File: config.mk
export PLATFORM = sky130hd
export DESIGN_NAME = regfile_wb_sched_flat
export DESIGN_NICKNAME = d
export VERILOG_FILES = /design/src/rtl/regfile_wb_sched_if.sv /design/src/rtl/regfile_wb_sched.sv /design/src/flat_wrapper.sv
export SDC_FILE = /design/constraint.sdc
export NUM_CORES = 1
export LEC_CHECK = 0
export ABC_CLOCK_PERIOD_IN_PS = 3250
export BUFFER_PORTS_ARGS = -buffer_cell sky130_fd_sc_hd__buf_4
export CORE_ASPECT_RATIO = 0.5
export CORE_UTILIZATION = 47
export CTS_CLUSTER_SIZE = 16
export DETAILED_ROUTE_END_ITERATION = 10
export GPL_ROUTABILITY_DRIVEN = 0
export PLACE_DENSITY = 0.81
export SLEW_MARGIN = 15
export SYNTH_ARGS = -nofsm -noshare
export SYNTH_HDL_FRONTEND = slang
export SYNTH_SLANG_ARGS = --single-unit
File: constraint.sdc
create_clock -name clk -period 3.25 [get_ports clk]
set_clock_uncertainty 0.15 [all_clocks]
set_input_delay 0.325 -clock clk [delete_from_list [all_inputs] [get_ports clk]]
set_output_delay 0.325 -clock clk [all_outputs]
set_load 0.005 [all_outputs]
File: src/rtl/regfile_wb_sched_if.sv
`default_nettype none
// ============================================================================
// Module   : regfile_wb_sched_if
// Purpose  : Bundle of writeback-request, register-file write port and
//            issue/scoreboard query signals for regfile_wb_sched.
//            slave  = scheduler view, master = producer/issue-stage view.
// Revision : 1.0  initial release
// ============================================================================
interface regfile_wb_sched_if #(
  parameter int NUM_SRC = 3
);
  logic [NUM_SRC-1:0]    src_valid;
  logic [NUM_SRC-1:0]    src_ready;
  logic [5*NUM_SRC-1:0]  src_rd;
  logic [32*NUM_SRC-1:0] src_data;

  logic                  wb_wen;
  logic [4:0]            wb_rd;
  logic [31:0]           wb_data;

  logic                  issue_valid;
  logic [4:0]            issue_rd;
  logic                  issue_ready;

  logic [4:0]            rs1;
  logic [4:0]            rs2;
  logic                  rs1_busy;
  logic                  rs2_busy;
  logic                  fwd1_valid;
  logic                  fwd2_valid;
  logic [31:0]           fwd1_data;
  logic [31:0]           fwd2_data;

  modport slave (
    input  src_valid, src_rd, src_data, issue_valid, issue_rd, rs1, rs2,
    output src_ready, wb_wen, wb_rd, wb_data, issue_ready,
           rs1_busy, rs2_busy, fwd1_valid, fwd2_valid, fwd1_data, fwd2_data
  );

  modport master (
    output src_valid, src_rd, src_data, issue_valid, issue_rd, rs1, rs2,
    input  src_ready, wb_wen, wb_rd, wb_data, issue_ready,
           rs1_busy, rs2_busy, fwd1_valid, fwd2_valid, fwd1_data, fwd2_data
  );
endinterface
`default_nettype wire

File: src/rtl/regfile_wb_sched.sv
`default_nettype none
// ============================================================================
// Module   : regfile_wb_sched
// Purpose  : Round-robin writeback scheduler for the single register-file
//            write port, plus a 32-entry busy scoreboard used by the issue
//            stage to stall on RAW/WAW hazards.
// Options  : WB_FORWARD_EN - forward the in-flight writeback value to the
//            rs1/rs2 queries during the wb_wen cycle.
// Revision : 1.0  initial release
// ============================================================================
module regfile_wb_sched #(
  parameter int NUM_SRC = 3
) (
  input  logic              clk,
  input  logic              rst,
  regfile_wb_sched_if.slave bus
);

  localparam int              PTR_W    = (NUM_SRC > 1) ? $clog2(NUM_SRC) : 1;
  localparam logic [PTR_W-1:0] PTR_LAST = PTR_W'(NUM_SRC - 1);

  // Registered state
  logic [PTR_W-1:0]   ptr_q,     ptr_d;
  logic [31:0]        busy_q,    busy_d;
  logic               wb_wen_q,  wb_wen_d;
  logic [4:0]         wb_rd_q,   wb_rd_d;
  logic [31:0]        wb_data_q, wb_data_d;

  // Arbitration
  int                 arb_sum;
  logic [PTR_W-1:0]   arb_cand;
  logic               gnt_any;
  logic [PTR_W-1:0]   gnt_idx;
  logic               accept;
  logic [NUM_SRC-1:0] grant;
  logic [4:0]         sel_rd;
  logic [31:0]        sel_data;

  // Issue / forwarding
  logic               issue_rdy;
  logic               fwd1_hit;
  logic               fwd2_hit;

  // Search from the pointer upward (wrapping); the first requester found wins.
  always_comb begin
    arb_sum  = 0;
    arb_cand = '0;
    gnt_any  = 1'b0;
    gnt_idx  = '0;
    for (int k = 0; k < NUM_SRC; k++) begin
      arb_sum = int'(ptr_q) + k;
      if (arb_sum >= NUM_SRC) begin
        arb_sum = arb_sum - NUM_SRC;
      end
      arb_cand = arb_sum[PTR_W-1:0];
      if (!gnt_any && bus.src_valid[arb_cand]) begin
        gnt_any = 1'b1;
        gnt_idx = arb_cand;
      end
    end
  end

  // Decode the winner into a one-hot grant and select its rd/data.
  always_comb begin
    accept   = gnt_any && !rst;
    grant    = '0;
    sel_rd   = '0;
    sel_data = '0;
    for (int i = 0; i < NUM_SRC; i++) begin
      if (int'(gnt_idx) == i) begin
        sel_rd   = bus.src_rd[i*5 +: 5];
        sel_data = bus.src_data[i*32 +: 32];
      end
    end
    if (accept) begin
      grant[gnt_idx] = 1'b1;
    end
  end

  assign bus.src_ready = grant;

  // Next pointer and writeback register; rd=0 grants are consumed silently.
  always_comb begin
    ptr_d     = ptr_q;
    wb_wen_d  = 1'b0;
    wb_rd_d   = wb_rd_q;
    wb_data_d = wb_data_q;
    if (accept) begin
      ptr_d     = (gnt_idx == PTR_LAST) ? '0 : gnt_idx + PTR_W'(1);
      wb_wen_d  = (sel_rd != 5'd0);
      wb_rd_d   = sel_rd;
      wb_data_d = sel_data;
    end
  end

  assign issue_rdy       = !rst && !busy_q[bus.issue_rd];
  assign bus.issue_ready = issue_rdy;

  // Scoreboard: clear on commit first, then set on dispatch so set wins.
  always_comb begin
    busy_d = busy_q;
    if (wb_wen_q) begin
      busy_d[wb_rd_q] = 1'b0;
    end
    if (bus.issue_valid && issue_rdy && (bus.issue_rd != 5'd0)) begin
      busy_d[bus.issue_rd] = 1'b1;
    end
    busy_d[0] = 1'b0;
  end

  // State update with synchronous reset; a pending write is dropped on reset.
  always_ff @(posedge clk) begin
    if (rst) begin
      ptr_q     <= '0;
      busy_q    <= '0;
      wb_wen_q  <= 1'b0;
      wb_rd_q   <= '0;
      wb_data_q <= '0;
    end else begin
      ptr_q     <= ptr_d;
      busy_q    <= busy_d;
      wb_wen_q  <= wb_wen_d;
      wb_rd_q   <= wb_rd_d;
      wb_data_q <= wb_data_d;
    end
  end

  assign bus.wb_wen  = wb_wen_q;
  assign bus.wb_rd   = wb_rd_q;
  assign bus.wb_data = wb_data_q;

`ifdef WB_FORWARD_EN
  // The value being committed this cycle can satisfy a matching operand.
  always_comb begin
    fwd1_hit = !rst && wb_wen_q && (wb_rd_q == bus.rs1) && (bus.rs1 != 5'd0);
    fwd2_hit = !rst && wb_wen_q && (wb_rd_q == bus.rs2) && (bus.rs2 != 5'd0);
  end
`else
  // Forwarding disabled: operands wait for the scoreboard to clear.
  always_comb begin
    fwd1_hit = 1'b0;
    fwd2_hit = 1'b0;
  end
`endif

  // Operand busy query; x0 never busy, a forwarding hit removes the stall.
  always_comb begin
    bus.fwd1_valid = fwd1_hit;
    bus.fwd2_valid = fwd2_hit;
    bus.fwd1_data  = fwd1_hit ? wb_data_q : 32'd0;
    bus.fwd2_data  = fwd2_hit ? wb_data_q : 32'd0;
    bus.rs1_busy   = (bus.rs1 != 5'd0) && busy_q[bus.rs1] && !fwd1_hit;
    bus.rs2_busy   = (bus.rs2 != 5'd0) && busy_q[bus.rs2] && !fwd2_hit;
  end

endmodule
`default_nettype wire
File: src/flat_wrapper.sv
// flat-port wrapper written by rule: the top's interface ports become plain ports
module regfile_wb_sched_flat 
#(
  parameter int NUM_SRC = 3
)
  (clk, rst, bus_src_valid, bus_src_rd, bus_src_data, bus_issue_valid, bus_issue_rd, bus_rs1, bus_rs2, bus_src_ready, bus_wb_wen, bus_wb_rd, bus_wb_data, bus_issue_ready, bus_rs1_busy, bus_rs2_busy, bus_fwd1_valid, bus_fwd2_valid, bus_fwd1_data, bus_fwd2_data);
  regfile_wb_sched_if #(.NUM_SRC(NUM_SRC)) bus_i ();
  input  logic clk;
  input  logic rst;
  input wire logic [$bits(bus_i.src_valid)-1:0] bus_src_valid;
  input wire logic [$bits(bus_i.src_rd)-1:0] bus_src_rd;
  input wire logic [$bits(bus_i.src_data)-1:0] bus_src_data;
  input wire logic [$bits(bus_i.issue_valid)-1:0] bus_issue_valid;
  input wire logic [$bits(bus_i.issue_rd)-1:0] bus_issue_rd;
  input wire logic [$bits(bus_i.rs1)-1:0] bus_rs1;
  input wire logic [$bits(bus_i.rs2)-1:0] bus_rs2;
  output wire logic [$bits(bus_i.src_ready)-1:0] bus_src_ready;
  output wire logic [$bits(bus_i.wb_wen)-1:0] bus_wb_wen;
  output wire logic [$bits(bus_i.wb_rd)-1:0] bus_wb_rd;
  output wire logic [$bits(bus_i.wb_data)-1:0] bus_wb_data;
  output wire logic [$bits(bus_i.issue_ready)-1:0] bus_issue_ready;
  output wire logic [$bits(bus_i.rs1_busy)-1:0] bus_rs1_busy;
  output wire logic [$bits(bus_i.rs2_busy)-1:0] bus_rs2_busy;
  output wire logic [$bits(bus_i.fwd1_valid)-1:0] bus_fwd1_valid;
  output wire logic [$bits(bus_i.fwd2_valid)-1:0] bus_fwd2_valid;
  output wire logic [$bits(bus_i.fwd1_data)-1:0] bus_fwd1_data;
  output wire logic [$bits(bus_i.fwd2_data)-1:0] bus_fwd2_data;
  assign bus_i.src_valid = bus_src_valid;
  assign bus_i.src_rd = bus_src_rd;
  assign bus_i.src_data = bus_src_data;
  assign bus_i.issue_valid = bus_issue_valid;
  assign bus_i.issue_rd = bus_issue_rd;
  assign bus_i.rs1 = bus_rs1;
  assign bus_i.rs2 = bus_rs2;
  assign bus_src_ready = bus_i.src_ready;
  assign bus_wb_wen = bus_i.wb_wen;
  assign bus_wb_rd = bus_i.wb_rd;
  assign bus_wb_data = bus_i.wb_data;
  assign bus_issue_ready = bus_i.issue_ready;
  assign bus_rs1_busy = bus_i.rs1_busy;
  assign bus_rs2_busy = bus_i.rs2_busy;
  assign bus_fwd1_valid = bus_i.fwd1_valid;
  assign bus_fwd2_valid = bus_i.fwd2_valid;
  assign bus_fwd1_data = bus_i.fwd1_data;
  assign bus_fwd2_data = bus_i.fwd2_data;
  regfile_wb_sched #(.NUM_SRC(NUM_SRC)) u_core (.clk(clk), .rst(rst), .bus(bus_i));
endmodule
# After elaboration in Yosys (flattened, before gate mapping)
# Cells that the tools add are included.
[classes]
n_addsub = 6
n_mul = 0
div_mod_pow = 0
magnitude_cmp = 14
eq_ne = 3
shift = 0
n_mux = 37
n_bitwise = 4
n_reduce_logical = 21
[op_table]
columns = ["operator", "count"]
rows = [
  ["$mux W32", 5],
  ["$and A32 B32 Y32", 1],
  ["$not A32 Y32", 1],
  ["$or A32 B32 Y32", 1],
  ["$lt A5 B6 Y1 const B", 4],
  ["$reduce_bool A5 Y1", 4],
  ["$bmux W1 S5", 3],
  ["$mux W5", 3],
  ["$mux W2", 7],
  ["$lt A2 B3 Y1 const B", 4],
  ["$mux W1", 12],
  ["$logic_and A1 B1 Y1", 11],
  ["$demux W1 S5", 2],
  ["$ge A5 B1 Y1 const B", 2],
  ["$bmux W1 S2", 3],
  ["$eq A2 B2 Y1 const B", 3],
  ["$ge A3 B2 Y1 const B", 2],
  ["$logic_not A1 Y1", 4],
  ["$sub A2 B1 Y2 const B", 2],
  ["$add A2 B1 Y3 const B", 1],
  ["$add A2 B2 Y3 const B", 1],
  ["$mux W3", 1],
  ["$add A2 B1 Y2 const B", 1],
  ["$demux W1 S2", 1],
  ["6 further kinds", 6],
]
[totals]
reg_bits = 72
latchBits = 0
ram_bits = 0
rom_bits = 0
output_inout_bits = 110
elab_cells = 91
memories = 0

# Depth between registers and ports, before layout
# Gate-level depths: netlist of the first run.
[logic_depth]
depth_word = 16
ltp_mapped = 9
ltp_nobuf = 7

# Worst setup path after synthesis of the first run
# OpenSTA, ideal clock, no wires.
[synth_path]
kind = "input to output"
startpoint = "input port bus_rs1[0]"
endpoint = "output port bus_rs1_busy"
arrival_ns = 2.023
required_time_ns = 2.775
path_slack_ns = 0.752
path_stages = 4
n_path_buf = 1
path_cell_list = "clkbuf_1 mux4_2 mux4_2 mux2_2"
[synth_via]
elab_chain_len = 3
[synth_rtl]
columns = ["element", "line_no", "source"]
rows = [
  ["from (decl)", "flat_wrapper.sv:15", "input wire logic [$bits(bus_i.rs1)-1:0] bus_rs1;"],
  ["$bmux W1 S5", "regfile_wb_sched.sv:152", "bus.rs1_busy = (bus.rs1 != 5'd0) && busy_q[bus.rs1] && !fwd1_hit;"],
  ["$mux W1 (not written as such)", "regfile_wb_sched.sv:152", ""],
  ["$logic_and A1 B1 Y1 *", "regfile_wb_sched.sv:152", ""],
  ["to (decl)", "flat_wrapper.sv:22", "output wire logic [$bits(bus_i.rs1_busy)-1:0] bus_rs1_busy;"],
]
# Mark *: on every way between the ends. The rest lies on a longest branch, timed or not. The select of a mux whose other input is x is not followed.

# Worst setup path in the final report of the first run
[layout_path]
startpoint = "register u_core.ptr_q[0]"
endpoint = "output port bus_src_ready[1]"
[layout_via]
elab_chain_len = 16
[layout_rtl]
columns = ["element", "line_no", "source"]
rows = [
  ["from (decl)", "regfile_wb_sched.sv:23", "logic [PTR_W-1:0] ptr_q, ptr_d;"],
  ["from (signal assigned)", "regfile_wb_sched.sv:120", "ptr_q <= ptr_d;"],
  ["parallel branches: the longest is 15 deep, another holds $add A2 B1 Y3", "-", ""],
  ["$mux W3 *", "regfile_wb_sched.sv:75", "if (accept) begin"],
  ["to (decl)", "flat_wrapper.sv:17", "output wire logic [$bits(bus_i.src_ready)-1:0] bus_src_ready;"],
]
# Every way passes the cells marked *. The select of a mux whose other input is x is not followed.

==> results of run 1 <==
[flip-flops by register name, indices dropped and copies added, names as in the netlist]
name and cells:
u_core.bus.wb_wen 1, u_core.bus.wb_rd 5, u_core.busy_q 31, u_core.ptr_q 2, u_core.bus.wb_data 32
[report_power, final]
group          total, uW  internal [uW]  switching [uW]
combinational       2050            923            1130
clock               1070            713             353
sequential          1310           1120             197
total               4430           2750            1680
[layer usage]
metal,up-vias,part of all wire,global-route usage
li1,2366,-,-
met1,2296,0.41,0.320
met2,258,0.49,0.462
met3,41,0.073,0.0412
met4,0,0.030,0.136
met5,-,0,0
[cells by family after synthesis]
family / share of synthesized area
fa+ha+maj: 0.00994
other cells: 0.000745
mux: 0.139
flops: 0.282
compound gates: 0.204
buf+inv: 0.143
simple gates: 0.221
[stage by stage]
| stage | worst slack (ns) | hold WS [ns] | instance area, sq um |
|---|---|---|---|
| 5_1_grt | 0.0221 | 0.126 | 6500 |
| 6_report | 0.193 | 0.135 | 6500 |
| 3_3_place_gp | 0.660 | 0.285 | 6170 |
| 3_5_place_dp | 0.552 | 0.290 | 6170 |
| 2_1_floorplan | 0.752 | 0.299 | 5280 |
| 4_1_cts | 0.220 | 0.120 | 6500 |
[worst max-delay path, stage by stage, from the launching register on]
cell,delay [ns]
sky130_fd_sc_hd__dfxtp_1,0.38
sky130_fd_sc_hd__inv_1,0.08
sky130_fd_sc_hd__ha_1,0.29
sky130_fd_sc_hd__mux2i_1,0.17
sky130_fd_sc_hd__o211ai_1,0.55
sky130_fd_sc_hd__or3_1,0.29
sky130_fd_sc_hd__nand2_1,0.18
sky130_fd_sc_hd__nor2_1,0.18
sky130_fd_sc_hd__buf_4,0.14
[cell type report]
type / count / area (sq um) / share of cell area
clock buffer: 13 / 260 / 0.0400
clock inverter: 3 / 65.1 / 0.0100
inverter: 7 / 26.3 / 0.00404
multi-input combinational: 466 / 3160 / 0.486
sequential: 71 / 1420 / 0.219
tap: 140 / 175 / 0.0269
timing repair buffer: 184 / 1390 / 0.214
[cell usage in the layout (no fill, tap or decap), types with 2 or more instances in the layout]
cell                        instances
sky130_fd_sc_hd__a211oi_1          38
sky130_fd_sc_hd__a21oi_1            5
sky130_fd_sc_hd__a31o_2             2
sky130_fd_sc_hd__a32o_1             4
sky130_fd_sc_hd__and3_1            41
sky130_fd_sc_hd__and3b_1            2
sky130_fd_sc_hd__buf_4            183
sky130_fd_sc_hd__bufinv_16          2
sky130_fd_sc_hd__clkbuf_1           2
sky130_fd_sc_hd__clkbuf_16          9
sky130_fd_sc_hd__clkbuf_8           2
sky130_fd_sc_hd__conb_1            66
sky130_fd_sc_hd__dfxtp_1           71
sky130_fd_sc_hd__ha_1               4
sky130_fd_sc_hd__inv_1              6
sky130_fd_sc_hd__mux2_2             5
sky130_fd_sc_hd__mux2i_1            9
sky130_fd_sc_hd__mux4_1             3
sky130_fd_sc_hd__mux4_2            21
sky130_fd_sc_hd__nand2_1           68
sky130_fd_sc_hd__nand2b_1           4
sky130_fd_sc_hd__nand3_1           19
sky130_fd_sc_hd__nand3b_1           7
sky130_fd_sc_hd__nor2_1            48
sky130_fd_sc_hd__nor2b_1            4
sky130_fd_sc_hd__nor3_1             7
sky130_fd_sc_hd__nor3b_1            5
sky130_fd_sc_hd__o211ai_1          14
sky130_fd_sc_hd__o21ai_0            8
sky130_fd_sc_hd__o31ai_1           54
sky130_fd_sc_hd__o32ai_1            2
sky130_fd_sc_hd__or2_2              3
sky130_fd_sc_hd__or3_1              4
[worst paths after layout]
kind | start | end | slack (ns) | depth (start not counted)
worst max-delay path | u_core.ptr_q[0] | bus_src_ready[1] | 0.19 | 8
worst min-delay path | rst | u_core.ptr_q[1] | 0.13 | 2
worst max register to register | u_core.ptr_q[0] | u_core.bus.wb_data[14] | 0.45 | 8
worst min register to register | u_core.bus.wb_data[29] | u_core.bus.wb_data[29] | 0.30 | 2
==> impl_summary.log, run 1 <==
INFO  metric outcome = complete, no violations
INFO  metric synth_cell_type_count = 52
INFO  metric synth.cells.most_frequent = sky130_fd_sc_hd__dfxtp_1, sky130_fd_sc_hd__nand2_1, sky130_fd_sc_hd__buf_4
INFO  metric cts-resized-gates = 0
INFO  metric synth_ff_type = sky130_fd_sc_hd__dfxtp_1
INFO  metric grt_pass1_vias = around 4500
INFO  metric fp.dieArea = 11200 sq um
INFO  metric clock_tree.root_cell = sky130_fd_sc_hd__clkbuf_16
INFO  metric routed_wirelength = between 10000 and 15000 um
INFO  metric p_leak = roughly 0.0029 uW
INFO  metric core = slightly above 10000 sq um
INFO  metric detailroute.via_count = 4961
INFO  metric initialDrtViolationCount = 335
INFO  metric hold_path_class = in -> reg
INFO  metric synthCells = 593
INFO  metric ctsHoldBuffers = 0
INFO  metric dieWidth = about 150 um
INFO  metric critPathRequiredTime = ~2.8 ns
INFO  metric asyncSetResetFlopFracSynth = 0
INFO  metric finalHoldViolCount = 0
INFO  metric cts_tree = built
INFO  metric clkSlewWorstSetupHoldPaths = about 0.05 ns
INFO  metric syn_area = between 5000 and 6000 sq um
INFO  metric insertion_delay = approximately 0.33 ns
INFO  metric layout_worst_path_cycle_share = 0.941
INFO  metric num_antenna_cells = 0
INFO  metric power_density = 682 nW/um^2
INFO  metric fp.dieH = 75.2 um
INFO  metric timing_worst_setup_path_type = reg -> out
INFO  metric postCtsSetupBuffers = 0
INFO  metric synthesis.yosys.warnings = 0
INFO  metric synth.ff_latch_count = 71
INFO  metric floorplan.rows = 26
INFO  metric relSlewSlack = 0.413
INFO  metric report.final.slew_viol_count = 0
INFO  metric timing.setup.tns = 0 ns
INFO  metric groute.usage.overall = 0.262
INFO  metric yosysSeqAreaShare = 0.282
INFO  metric worstSetupStartpointType = flop
INFO  metric grt_start_max_net_pins = 38
INFO  metric synth_most_common_cell = sky130_fd_sc_hd__dfxtp_1
INFO  metric power = 4430 uW
INFO  metric layout.filler_cells = 900
INFO  metric drt_pre_antenna_iters = 5
INFO  metric fin_util = 0.630
INFO  metric io_pins = 242
INFO  metric tightestPinTransition = 0.872 ns
INFO  metric grt-ovfl-total = 0
INFO  metric detail_routed_via_count_per_cell = roughly 5.6
INFO  metric power.ir.vdd_worst = 479 uV
INFO  metric yosys.area.top_type_share = 0.282
INFO  metric report.final.setup_viol = 0
INFO  metric initial_core_util = 0.488
INFO  metric drc_violation_count_after_routing = 0
INFO  metric syn-mean-instance-area = about 8.5 sq um
INFO  metric max_cap_viol_count = 0
INFO  metric ys_top_cells_by_area = sky130_fd_sc_hd__dfxtp_1, sky130_fd_sc_hd__buf_4, sky130_fd_sc_hd__mux4_2
INFO  metric finish.cell_count_without_fillers = 884
INFO  metric detail-route-antenna-nets = 0
INFO  metric synth_edf_count = 0
INFO  metric hpwl = 11200 um
INFO  metric crit_path_arrival_time = ~2.6 ns
INFO  metric achievable-frequency = about 0.33 GHz
INFO  metric synth_area_leader_cell = sky130_fd_sc_hd__dfxtp_1
INFO  metric setup.worst_path.end_class = output port
INFO  metric ctsLongestPathBuffers = 2
INFO  metric grt_setup_unrepaired = no
INFO  metric nNetsFinal = ~900
INFO  metric tritoncts.num_buffers = 9
INFO  metric buffer_ports.inserted = approximately 180
INFO  metric cts.sink_count = between 70 and 80
INFO  metric total_instance_count_after_detailed_placement = around 870
INFO  metric finalCriticalPeriod = 3.06 ns
INFO  metric grt_pass1_wl = between 20000 and 25000 um
INFO  metric cts_htree_levels = 3
INFO  metric grt_antenna_before_repair = 0
INFO  metric wl_per_cell = between 15 and 20 um
INFO  metric layout-area-overhead-vs-synth = 29.1%
INFO  metric drive_gt1_frac = 0.317
INFO  metric peak_fanout_along_the_critical_path = 5
Power figures use the tool's default switching activity.
==> inputs of run 2 (changes only) <==
==> constraint.sdc (replaced) <==
create_clock -name clk -period 3.25 [get_ports clk]
set_clock_uncertainty 0.15 [all_clocks]
set_input_delay 0.325 -clock clk [delete_from_list [all_inputs] [get_ports clk]]
set_output_delay 0.325 -clock clk [all_outputs]
set_load 0.1 [all_outputs]
==> impl_summary.log, run 2 (same netlist as run 1, synthesis figures left out) <==
INFO  metric critical_path_depth = 10 (+2)
INFO  metric io_pins = 242 (unchanged)
INFO  metric layout.filler_cells = 936 (+4.0%)
INFO  metric num_antenna_cells = 0 (unchanged)
INFO  metric cts.sink_count = 71 (unchanged)
INFO  metric fp.dieArea = 11200 sq um (unchanged)
INFO  metric critPathBufInv = 4 (+2)
INFO  metric detail_routed_via_count_per_cell = 5.71 (+1.7%)
INFO  metric pre_cts_ws = 0.556 ns (+0.00457 ns)
INFO  metric clock_tree.root_cell = sky130_fd_sc_hd__clkbuf_16
INFO  metric finish.cell_count_without_fillers = 886 (+0.23%)
INFO  metric largest_reg_flops = 32 (unchanged)
INFO  metric ctsLongestPathBuffers = 2 (unchanged)
INFO  metric mostFrequentLayoutCell = sky130_fd_sc_hd__buf_4
INFO  metric timing_worst_setup_path_type = reg -> out
INFO  metric achievable-frequency = 0.333 GHz (+1.7%)
INFO  metric power = 6430 uW (+45%)
INFO  metric report.final.slew_viol_count = 0 (unchanged)
INFO  metric path_cells = inv_1 > ha_1 > mux2i_1 > o211ai_1 > buf_4 > o22ai_2 > buf_4 > nand2_1 > nor2_2 > buf_4
INFO  metric whs_path_depth = 2 (unchanged)
INFO  metric tightestPinTransition = 0.772 ns (-0.100 ns)
INFO  metric cp_common_cell = sky130_fd_sc_hd__buf_4
INFO  metric reg2reg_from = u_core.ptr_q[0]
INFO  metric layout_worst_path_cycle_share = 0.925 (-0.0155)
INFO  metric core = 10300 sq um (unchanged)
INFO  metric grt_antenna_before_repair = 0 (unchanged)
INFO  metric report.final.setup_viol = 0 (unchanged)
INFO  metric routed_wirelength = 15200 um (+1.9%)
INFO  metric power.ir.vdd_worst = 552 uV (+15%)
INFO  metric finalCriticalPeriod = 3.01 ns (-0.0503 ns)
INFO  metric rr_endpoint = u_core.bus.wb_data[15]
INFO  metric grt_start_max_net_pins = 38 (unchanged)
INFO  metric grt_pass1_vias = 4637 (+3.0%)
INFO  metric grt_setup_unrepaired = no
INFO  metric buffer_ports.inserted = 175 (unchanged)
INFO  metric fp.dieH = 75.2 um (unchanged)
INFO  metric total_instance_count_after_detailed_placement = 869 (+0.12%)
INFO  metric hold_path.startpoint = rst
INFO  metric layout-area-overhead-vs-synth = 28.7%
INFO  metric layout_setup_ws = 0.243 ns (+0.0503 ns)
INFO  metric grt_pass1_wl = 23400 um (+3.2%)
INFO  metric crit_path_arrival_time = 2.53 ns (-0.05 ns)
INFO  metric wl_per_cell = 17.1 um (+1.6%)
INFO  metric power_density = 993 nW/um^2 (+46%)
INFO  metric insertion_delay = 0.33 ns (about the same)
INFO  metric relSlewSlack = 0.481 (+0.0673)
INFO  metric crit_family = buffers and inverters
INFO  metric drc_violation_count_after_routing = 0 (unchanged)
INFO  metric setup.reg_to_reg.worst_slack = 0.65 ns (+0.20 ns)
INFO  metric cp_slowest_cell = sky130_fd_sc_hd__dfxtp_1
INFO  metric dieWidth = 148 um (unchanged)
INFO  metric worst_r2r_path_depth = 7 (-1)
INFO  metric cts_tree = built
INFO  metric most-common-layout-cells = sky130_fd_sc_hd__buf_4, sky130_fd_sc_hd__dfxtp_1, sky130_fd_sc_hd__nand2_1, sky130_fd_sc_hd__conb_1, sky130_fd_sc_hd__o31ai_1
INFO  metric initialDrtViolationCount = 310 (-7.5%)
INFO  metric postPlaceCellArea = 6170 sq um (about the same)
INFO  metric floorplan.rows = 26 (unchanged)
INFO  metric critPathMaxStageDelay = 0.33 ns (-0.22 ns)
INFO  metric drt_pre_antenna_iters = 5 (unchanged)
INFO  metric drive_gt1_frac = 0.323 (+0.00585)
INFO  metric detail-route-antenna-nets = 0 (unchanged)
INFO  metric cts_htree_levels = 3 (unchanged)
INFO  metric clkSlewWorstSetupHoldPaths = 0.05 ns (about the same)
INFO  metric tritoncts.num_buffers = 9 (unchanged)
INFO  metric nNetsFinal = 878 (+0.34%)
INFO  metric groute.usage.overall = 0.271 (+0.00871)
INFO  metric critPathRequiredTime = 2.77 ns (about the same)
INFO  metric finalHoldViolCount = 0 (unchanged)
INFO  metric max_cap_viol_count = 0 (unchanged)
INFO  metric worstSetupStartpointType = flop
INFO  metric outcome = complete, no violations
INFO  metric peak_fanout_along_the_critical_path = 14 (+9)
INFO  metric hpwl = 11300 um (+0.95%)
INFO  metric setup.worst_path.end_class = output port
INFO  metric cts-resized-gates = 0 (unchanged)
INFO  metric final_design_area_no_fill = 6480 sq um (-0.33%)
INFO  metric min_delay_worst_endpoint = u_core.ptr_q[1]
INFO  metric detailroute.via_count = 5055 (+1.9%)
INFO  metric hold_path_class = in -> reg
INFO  metric initial_core_util = 0.488 (unchanged)
INFO  metric grt-ovfl-total = 0 (unchanged)
INFO  metric p_leak = 0.00289 uW (-0.14%)
run 2: changes by cell type in the layout (fill, tap and decap cells not counted), sizes merged:
cell	delta
buf	+3
bufinv	-1
clkbuf	-1
clkinv	+1
run 2: worst register-to-register path, cell delays in order (launching register included):
cell and delay [ns]:
sky130_fd_sc_hd__dfxtp_1 0.37, sky130_fd_sc_hd__inv_1 0.08, sky130_fd_sc_hd__ha_1 0.37, sky130_fd_sc_hd__o21ai_0 0.49
sky130_fd_sc_hd__or3_1 0.25, sky130_fd_sc_hd__nand2_1 0.18, sky130_fd_sc_hd__buf_4 0.32, sky130_fd_sc_hd__o31ai_1 0.31
run 2: report_power, final:
| part | internal (uW) | switching, uW | total [uW] | leakage (uW) |
|---|---|---|---|---|
| Clock | 611 | 364 | 976 | 0.000143 |
| Combinational | 953 | 3190 | 4140 | 0.00216 |
| Sequential | 1120 | 199 | 1320 | 0.000583 |
| Total | 2680 | 3750 | 6430 | 0.00289 |
run 2: layout make-up:
type                       instances  area [sq um]  share of cell area
timing repair buffer             187          1400               0.217
clock buffer                      12           246              0.0380
sequential                        71          1420               0.219
inverter                           7          26.3             0.00406
clock inverter                     3          43.8             0.00676
multi-input combinational        466          3160               0.488
tap                              140           175              0.0270
run 2: how the worst max path moves through the flow:
stage	from	slack (ns)	end
global route	u_core.ptr_q[0]	0.05	bus_src_ready[0]
finish	u_core.ptr_q[0]	0.24	bus_src_ready[0]
floorplan	u_core.ptr_q[0]	-0.14	bus_src_ready[1]
global placement	bus_issue_rd[0]	0.62	bus_issue_ready
detailed placement	bus_issue_rd[0]	0.56	bus_issue_ready
CTS	u_core.ptr_q[0]	0.20	bus_src_ready[1]
run 2: through the flow:
step                      TNS [ns]  utilization  hold WS [ns]
after floorplan             -0.288            -         0.314
after global placement           0        0.599         0.285
after detailed placement         0        0.599         0.290
after CTS                        0        0.627         0.120
after global routing             0        0.628         0.133
final                            0        0.628         0.133
run 2: per-layer routing:
metal | vias to the layer above | wire, um | GRT usage
li1 | 2369 | - | -
met1 | 2403 | 6130 | 0.331
met2 | 250 | 7600 | 0.486
met3 | 33 | 1060 | 0.0455
met4 | 0 | 380 | 0.117
met5 | - | 0 | 0
run 2: what timing repair did:
action	CTS	global route
setup buffers	0	2
hold buffers	0	0
hold endpoints to repair	0	0
endpoints found under the setup margin	0	1
==> inputs of run 3 (changes only) <==
--- a/config.mk
+++ b/config.mk
@@ -7,12 +7,15 @@
 export LEC_CHECK = 0
 export ABC_CLOCK_PERIOD_IN_PS = 3250
 export BUFFER_PORTS_ARGS = -buffer_cell sky130_fd_sc_hd__buf_4
+export CELL_PAD_IN_SITES_DETAIL_PLACEMENT = 1
+export CELL_PAD_IN_SITES_GLOBAL_PLACEMENT = 2
 export CORE_ASPECT_RATIO = 0.5
-export CORE_UTILIZATION = 47
+export CORE_UTILIZATION = 26
 export CTS_CLUSTER_SIZE = 16
 export DETAILED_ROUTE_END_ITERATION = 10
 export GPL_ROUTABILITY_DRIVEN = 0
-export PLACE_DENSITY = 0.81
+export GPL_TIMING_DRIVEN = 0
+export PLACE_DENSITY_LB_ADDON = 0.1
 export SLEW_MARGIN = 15
 export SYNTH_ARGS = -nofsm -noshare
 export SYNTH_HDL_FRONTEND = slang
==> impl_summary.log, run 3 (same netlist as run 1, synthesis figures left out) <==
INFO  metric outcome = complete, no violations
INFO  metric ctsHoldBuffers = 0 (unchanged)
INFO  metric internal_power = 2670 uW (-0.39%)
INFO  metric most-common-layout-cells = sky130_fd_sc_hd__buf_4, sky130_fd_sc_hd__dfxtp_1, sky130_fd_sc_hd__nand2_1, sky130_fd_sc_hd__conb_1, sky130_fd_sc_hd__o31ai_1
INFO  metric cp_common_cell = sky130_fd_sc_hd__buf_4
INFO  metric max_cap_viol_count = 0 (unchanged)
INFO  metric core = 18700 sq um (+81%)
INFO  metric wl_per_cell = 17.7 um (+3.5%)
INFO  metric grt-ovfl-total = 0 (unchanged)
INFO  metric hpwl = 15800 um (+40%)
INFO  metric groute.usage.overall = 0.197 (-0.0741)
INFO  metric pre_cts_ws = -0.0183 ns (-0.574 ns)
INFO  metric grt_pass1_vias = 5406 (+17%)
INFO  metric detailroute.via_count = 5213 (+3.1%)
INFO  metric tightestPinTransition = 1.04 ns (+0.265 ns)
INFO  metric route.met2.wl = 9750 um (+28%)
INFO  metric highest-signal-layer = met4
INFO  metric grt_start_max_net_pins = 15 (-61%)
INFO  metric critPathRequiredTime = 2.77 ns (about the same)
INFO  metric finalCriticalPeriod = 3.06 ns (+0.0555 ns)
INFO  metric cp_slowest_cell = sky130_fd_sc_hd__or3_1
INFO  metric ff_latch_area = 1420 sq um (unchanged)
INFO  metric fin_util = 0.385 (-0.243)
INFO  metric critPathMaxStageDelay = 0.46 ns (+0.13 ns)
INFO  metric initial_core_util = 0.270 (-0.218)
INFO  metric cts_htree_levels = 3 (unchanged)
INFO  metric report.final.setup_viol = 0 (unchanged)
INFO  metric finalHoldViolCount = 0 (unchanged)
INFO  metric layout-area-overhead-vs-synth = 42.8%
INFO  metric fp.dieArea = 20000 sq um (+79%)
INFO  metric drc_violation_count_after_routing = 0 (unchanged)
INFO  metric clkSlewWorstSetupHoldPaths = 0.06 ns (about the same)
INFO  metric met3_wirelength = 1000 um (-5.4%)
INFO  metric floorplan.rows = 35 (+35%)
INFO  metric mostFrequentLayoutCell = sky130_fd_sc_hd__buf_4
INFO  metric power_density = 918 nW/um^2 (-7.6%)
INFO  metric largest_reg_flops = 32 (unchanged)
INFO  metric peak_fanout_along_the_critical_path = 14 (unchanged)
INFO  metric critPathBufInv = 3 (-1)
INFO  metric num_antenna_cells = 0 (unchanged)
INFO  metric p_leak = 0.00323 uW (+12%)
INFO  metric wl_met1 = 8410 um (+37%)
INFO  metric combinationalPowerShare = 0.664 (+0.020)
INFO  metric timing_worst_setup_path_type = reg -> out
INFO  metric layout_worst_path_cycle_share = 0.942 (+0.0171)
INFO  metric power.sequential.fraction = 0.192 (-0.012)
INFO  metric ctsLongestPathBuffers = 2 (unchanged)
INFO  metric p_sw_frac = 0.595 (+0.0119)
INFO  metric crit_family = simple AND/OR/NAND/NOR gates
INFO  metric crit_path_arrival_time = 2.59 ns (+0.06 ns)
INFO  metric initialDrtViolationCount = 209 (-33%)
INFO  metric cts_tree = built
INFO  metric path_cells = inv_1 > ha_2 > mux2i_1 > o211ai_1 > buf_4 > or3_1 > nand2_4 > nor2_1 > buf_4
INFO  metric insertion_delay = 0.34 ns (about the same)
INFO  metric multi_input_combinational_cell_area = 3180 sq um (+0.63%)
INFO  metric fp.dieH = 100 um (+34%)
INFO  metric clock_tree.root_cell = sky130_fd_sc_hd__clkbuf_16
INFO  metric layout_setup_ws = 0.187 ns (-0.0555 ns)
INFO  metric drt_pre_antenna_iters = 4 (-1)
INFO  metric cts.sink_count = 71 (unchanged)
INFO  metric grt_antenna_before_repair = 0 (unchanged)
INFO  metric tritoncts.num_buffers = 9 (unchanged)
INFO  metric power_frac_clock = 0.144 (-0.008)
INFO  metric dieWidth = 199 um (+34%)
INFO  metric io_pins = 242 (unchanged)
INFO  metric detail-route-antenna-nets = 0 (unchanged)
INFO  metric nNetsFinal = 970 (+10%)
INFO  metric relSlewSlack = 0.303 (-0.178)
INFO  metric worstSetupStartpointType = flop
INFO  metric grt_setup_unrepaired = no
INFO  metric grt_pass1_wl = 29900 um (+28%)
INFO  metric report.final.slew_viol_count = 0 (unchanged)
INFO  metric total_switching_power = 3930 uW (+4.6%)
INFO  metric routed_wirelength = 19500 um (+28%)
INFO  metric detail_routed_via_count_per_cell = 4.75 (-17%)
INFO  metric achievable-frequency = 0.327 GHz (-1.8%)
INFO  metric layout.filler_cells = 2298 (+150%)
INFO  metric hold_path_class = in -> reg
INFO  metric power.ir.vdd_worst = 302 uV (-45%)
INFO  metric buffer_ports.inserted = 168 (-4.0%)
INFO  metric drive_gt1_frac = 0.359 (+0.0357)
INFO  metric setup.worst_path.end_class = output port
run 3: cell types whose count changed in the layout (fill, tap and decap cells not counted), moves of 2 or more:
cell / before / now
sky130_fd_sc_hd__inv_6: 0 / 2
sky130_fd_sc_hd__nand2_1: 68 / 66
sky130_fd_sc_hd__clkinvlp_4: 0 / 2
sky130_fd_sc_hd__buf_1: 0 / 4
sky130_fd_sc_hd__buf_2: 0 / 3
sky130_fd_sc_hd__clkbuf_1: 2 / 34
sky130_fd_sc_hd__buf_4: 187 / 234
sky130_fd_sc_hd__buf_6: 0 / 3
run 3: what timing repair did:
| action | in CTS | in global routing |
|---|---|---|
| setup endpoints to repair | 3 | 10 |
| resized for setup | 6 | 4 |
| pin swaps | 0 | 1 |
| setup buffers | 0 | 1 |
run 3: power by group through the flow:
| stage | logic, uW | registers (uW) | clock network (uW) |
|---|---|---|---|
| after floorplan | 1700 | 2890 | 0 |
| after global placement | 4360 | 1280 | 0 |
| after detailed placement | 4370 | 1280 | 0 |
| after CTS | 4380 | 1270 | 975 |
| after global routing | 4620 | 1300 | 1010 |
| final | 4380 | 1270 | 950 |
run 3: worst min-delay path: stages:
cell and delay (ns):
sky130_fd_sc_hd__buf_4 0.08, sky130_fd_sc_hd__nor2_1 0.03, sky130_fd_sc_hd__o31ai_1 0.16
run 3: cell type report:
cell class / count / area share
buffer: 110 / 0.0947
clock buffer: 10 / 0.0332
clock inverter: 6 / 0.00592
inverter: 7 / 0.00366
multi-input combinational: 466 / 0.443
sequential: 71 / 0.198
tap: 259 / 0.0451
timing repair buffer: 169 / 0.177
run 3: final timing paths:
kind	to	cells after the start	slack (ns)	start
max	bus_src_ready[1]	9	0.19	u_core.ptr_q[0]
min	u_core.bus.wb_data[7]	3	0.14	bus_src_data[71]
max reg2reg	u_core.bus.wb_data[21]	8	0.41	u_core.ptr_q[0]
min reg2reg	u_core.bus.wb_data[13]	2	0.30	u_core.bus.wb_data[13]
run 3: stage by stage:
stage	total power, uW	instances	setup TNS, ns	instance area, sq um	hold slack [ns]
floorplan	4590	658	-0.288	5290	0.314
global placement	5630	1085	-0.0177	6870	0.287
detailed placement	5660	1085	-0.0183	6870	0.292
CTS	6630	1098	0	7160	0.138
global route	6930	1098	0	7190	0.142
finish	6600	1098	0	7190	0.141
run 3: per-layer routing:
layer,global-route usage,up-vias
met1,0.239,2506
met4,0.0479,0
met3,0.0427,18
met2,0.354,137
met5,0,-
li1,-,2552
